## config.mk

```make
export PLATFORM = sky130hd
export DESIGN_NAME = apu_frame_counter
export DESIGN_NICKNAME = d
export VERILOG_FILES = /design/src/rtl/apu_pkg.sv /design/src/rtl/apu_frame_counter.sv
export SDC_FILE = /design/constraint.sdc
export NUM_CORES = 1
export LEC_CHECK = 0
export CORE_MARGIN = 4
export CORE_UTILIZATION = 51
export DETAILED_ROUTE_END_ITERATION = 10
export GPL_TIMING_DRIVEN = 0
export PLACE_DENSITY = 0.85
export SYNTH_ARGS = -nofsm -noshare
export SYNTH_HDL_FRONTEND = slang
export SYNTH_SLANG_ARGS = --single-unit
```

## constraint.sdc

```tcl
create_clock -name i_clk -period 5.56 [get_ports i_clk]
set_clock_uncertainty 0.1 [all_clocks]
set_input_delay 1.112 -clock i_clk [delete_from_list [all_inputs] [get_ports i_clk]]
set_output_delay 1.112 -clock i_clk [all_outputs]
set_load 0.03 [all_outputs]
```

## src/rtl/apu_pkg.sv

```systemverilog
// Shared APU definitions: CPU-visible register addresses, frame sequencer
// step defaults, mode encoding and the step-event bundle.
package apu_pkg;

    localparam logic [15:0] APU_STATUS_ADDR = 16'h4015;
    localparam logic [15:0] APU_FRAME_ADDR  = 16'h4017;

    localparam int DEFAULT_STEP1 = 7457;
    localparam int DEFAULT_STEP2 = 14913;
    localparam int DEFAULT_STEP3 = 22371;
    localparam int DEFAULT_STEP4 = 29829;
    localparam int DEFAULT_STEP5 = 37281;

    localparam logic FRAME_MODE_4STEP = 1'b0;
    localparam logic FRAME_MODE_5STEP = 1'b1;

    typedef struct packed {
        logic quarter;
        logic half;
        logic irq;
    } step_event_t;

endpackage

```

## src/rtl/apu_frame_counter.sv

```systemverilog
// APU frame sequencer: counts enabled CPU cycles, emits quarter/half-frame
// strobes, raises the frame IRQ and serves the $4017 write / $4015 bit-6 read.
module apu_frame_counter
    import apu_pkg::*;
#(
    parameter int STEP1 = DEFAULT_STEP1,
    parameter int STEP2 = DEFAULT_STEP2,
    parameter int STEP3 = DEFAULT_STEP3,
    parameter int STEP4 = DEFAULT_STEP4,
    parameter int STEP5 = DEFAULT_STEP5
) (
    input  logic        i_clk,
    input  logic        i_reset_n,
    input  logic        i_clk_en,
    input  logic        i_rw,
    input  logic [15:0] i_address,
    input  logic [7:0]  i_data,
    output logic [7:0]  o_data,
    output logic        o_data_valid,
    output logic        o_irq_n,
    output logic        o_quarter_frame,
    output logic        o_half_frame
);

    localparam logic [15:0] STEP1_C = 16'(STEP1);
    localparam logic [15:0] STEP2_C = 16'(STEP2);
    localparam logic [15:0] STEP3_C = 16'(STEP3);
    localparam logic [15:0] STEP4_C = 16'(STEP4);
    localparam logic [15:0] STEP5_C = 16'(STEP5);

    logic [15:0] count;
    logic [15:0] last_step;
    logic        mode;
    logic        irq_inhibit;
    logic        frame_irq;
    logic        quarter_q;
    logic        half_q;
    logic        status_read;
    logic        frame_write;
    logic        unused_data_bits;
    step_event_t step_event;

    assign last_step        = (mode == FRAME_MODE_5STEP) ? STEP5_C : STEP4_C;
    assign status_read      = i_rw && (i_address == APU_STATUS_ADDR);
    assign frame_write      = !i_rw && (i_address == APU_FRAME_ADDR);
    assign unused_data_bits = ^i_data[5:0];

    // In 5-step mode STEP4 is not the last step and so decodes to nothing.
    always_comb begin
        step_event = '0;
        if (count == STEP1_C || count == STEP3_C) begin
            step_event.quarter = 1'b1;
        end
        if (count == STEP2_C || count == last_step) begin
            step_event.quarter = 1'b1;
            step_event.half    = 1'b1;
        end
        if (mode == FRAME_MODE_4STEP && !irq_inhibit && count == STEP4_C) begin
            step_event.irq = 1'b1;
        end
    end

    // A $4017 write pre-empts whatever the old count would have produced;
    // otherwise an IRQ set takes priority over a coincident $4015 read clear.
    always_ff @(posedge i_clk) begin
        if (!i_reset_n) begin
            count       <= '0;
            mode        <= FRAME_MODE_4STEP;
            irq_inhibit <= 1'b0;
            frame_irq   <= 1'b0;
            quarter_q   <= 1'b0;
            half_q      <= 1'b0;
        end else if (i_clk_en) begin
            if (frame_write) begin
                count       <= '0;
                mode        <= i_data[7];
                irq_inhibit <= i_data[6];
                quarter_q   <= i_data[7];
                half_q      <= i_data[7];
                if (i_data[6]) begin
                    frame_irq <= 1'b0;
                end
            end else begin
                count     <= (count == last_step) ? '0 : count + 16'd1;
                quarter_q <= step_event.quarter;
                half_q    <= step_event.half;
                if (step_event.irq) begin
                    frame_irq <= 1'b1;
                end else if (status_read) begin
                    frame_irq <= 1'b0;
                end
            end
        end
    end

    assign o_data          = status_read ? {1'b0, frame_irq, 6'b0} : 8'h00;
    assign o_data_valid    = status_read;
    assign o_irq_n         = ~frame_irq;
    assign o_quarter_frame = quarter_q;
    assign o_half_frame    = half_q;

endmodule

```

==> metrics <==
register area share after synthesis 30.08%; Reg clk slew, reported paths 0.11 ns; switch share 25.64%; arrival time of the worst setup path 3.41 ns; H-tree depth 1; Clock Tree Buf Depth 2; crit share post-route 83.12%; DP HPWL 2602 um; Crit Path Category input pin to output pin; setup violators final 0; layout cell share with drive strength beyond 1 12.75%; status complete, no violations; required time of the critical path 4.35 ns; grt total ovfl 0; CP Launch Point i_address[9]; clock group share of total power 28.0%; predominant post-synthesis flop cell dfxtp_1; Die X 60.35 um; worst hold path class flip-flop to flip-flop; area occupied by multi-input gates 860.8 um^2; DR WL/cell 14.27 um; Post-DRT Antenna Nets 0; Worst-Skew Late Latency 0.32 ns; DR vias 1327; initial core utilization 54.92%; Sw Pwr 0.07018 mW; largest net degree at the start of global routing 13; crit end category output pin; Leak Pwr 0.6531 nW; Cell Pwr Density 156.9 nW/um^2; synth warn 0; Fin. Hold Viols 0; GRT Util Overall 19.15%; Crit Path Max Fanout 3; Die Span Y 60.35 um; worst-case reg-to-reg path depth 7; # rows 18; VDD IR-drop max 114.3 uV; RSZ-0062 raised after global routing no; async set-reset flop share out of synthesis 0%; number of global-route vias before repair 1216; full die area 3642 um^2; CTS tree built; hold path depth 2; TritonRoute pass-1 iters 4; CTS resizes 0; Ant. Diodes 0; Yosys cell types 47; Hold Crit Start o_half_frame; Syn Inst Count 168; fill count 219; Yosys top cell by area dfxtp_1; Int Pwr 0.2036 mW; # clock sinks 21; Remaining DRCs 0; syn_area_per_cell 8.319 um^2; register area 420.4 um^2; ranking of synthesized cells by area dfxtp_1 (30%), nand2_1 (5.6%), xnor2_1 (5.6%); initial antenna violation count 0; Final Core Density 68.58%; Slew Limit Fails 0; critical path startpoint category input pin; PortBufs 26; Starting DRT DRC Count 57; share of power burned in combinational logic 15.7%; CTS Hold Bufs 0; number of flops mapped to enable cells by yosys 0; num ports 40; root buf cell clkbuf_4; number of synthesized register bits 21; first-pass GRT wire length 5319 um; fmax 216.4 MHz; Post-CTS Setup Bufs 0; max_cap viols 0; min Tclk post-route 4.621 ns; setup TNS 0 ns; r2r startpoint count[10]; final net count 235; synth-to-layout area growth 24.89%; DRT Wirelength 3339 um; GPL Wtd Cong 0.8705; total CTS buffers 3; Reg power frac 56.4%; vias per inst 5.671; core area 2545 um^2; Yosys top cell area share 30.08%; synthesized area 1398 um^2; Synth top cells by count dfxtp_1 (21), nand2_1 (21), nor2_1 (17), nand4_1 (9), xnor2_1 (9)
path summary, 6_finish.rpt:
kind | to | slack, ns
setup / recovery | o_data[6] | 0.94
hold / removal | o_half_frame | 0.40
setup reg to reg | count[8] | 3.39
hold reg to reg | o_half_frame | 0.40
per-stage QoR:
step	area [um^2]	setup slack, ns	cells	power (mW)	hold WS (ns)
CTS	1745	0.9231	234	0.2750	0.3960
global route	1745	0.7989	234	0.2843	0.4289
detailed placement	1718	0.9264	230	0.2003	0.3758
floorplan	1420	1.655	174	0.1803	0.3867
global placement	1718	0.9378	230	0.1989	0.3740
finish	1745	0.9387	234	0.2738	0.3968
kinds of logic after synthesis:
group                    synth area share [%]
AO/OA/AOI/OAI                           7.342
flip-flops                              30.08
multiplexers                            1.432
other                                  0.2683
buffers and inverters                   9.938
adder cells (fa/ha/maj)                 1.790
AND/OR/NAND/NOR                         40.38
XOR/XNOR                                8.774
per-layer routing:
metal | track usage, % | part of all wire [%] | vias to the layer above
li1 | - | - | 658
met1 | 22.79 | 42 | 619
met2 | 34.41 | 50 | 39
met3 | 2.128 | 5.9 | 11
met4 | 8.544 | 2.4 | 0
met5 | 0 | 0 | -
area by class of cell:
| cell class | instances | area share, % |
|---|---|---|
| Tap cell | 30 | 2.151 |
| Sequential cell | 21 | 24.09 |
| Timing Repair Buffer | 26 | 14.91 |
| Clock inverter | 1 | 0.2867 |
| Multi-Input combinational cell | 135 | 49.32 |
| Inverter | 3 | 0.6452 |
| Buffer | 15 | 7.312 |
| Clock buffer | 3 | 1.290 |
state kept, by name, indices dropped and copies added, names as in the netlist:
name and count:
count 16, irq_inhibit 1, frame_irq 1, mode 1, o_quarter_frame 1, o_half_frame 1
placed cells by master, fill, tap and decap left out, drive strengths merged:
| cell type | count |
|---|---|
| nand3 | 3 |
| nor3b | 6 |
| nor2b | 2 |
| nor4bb | 1 |
| and2 | 2 |
| nor4b | 2 |
| nand4 | 9 |
| nand3b | 5 |
| o21ai | 8 |
| o22ai | 1 |
| o22a | 1 |
| nand4b | 1 |
| xnor2 | 9 |
| clkbuf | 8 |
| inv | 3 |
| nor4 | 5 |
| or4 | 5 |
| dfxtp | 21 |
| a21boi | 1 |
| nand4bb | 2 |
| nor3 | 7 |
| xor2 | 5 |
| a31oi | 1 |
| nand2 | 22 |
| and3 | 3 |
| buf | 9 |
| clkdlybuf4s15 | 1 |
| and4 | 1 |
| a32o | 1 |
| clkdlybuf4s50 | 26 |
| and2b | 1 |
| clkinv | 1 |
| mux2i | 2 |
| ha | 2 |
| a32oi | 1 |
| and3b | 1 |
| conb | 7 |
| or3 | 1 |
| nor2 | 17 |
critical path, cell delays in order:
cell             delay (ns)
clkdlybuf4s50_1        0.39
or4_1                  0.56
nor4_2                 0.29
and3b_1                0.25
and2_1                 0.14
clkdlybuf4s50_1        0.66
power groups by stage:
stage	registers (mW)	clock network (mW)	logic, mW
after global placement	0.157	0	0.0416
after global routing	0.155	0.0834	0.0460
after CTS	0.154	0.0779	0.0428
after floorplan	0.159	0	0.0217
after detailed placement	0.158	0	0.0425
final	0.154	0.0765	0.0430
Power figures use the tool's default switching activity.
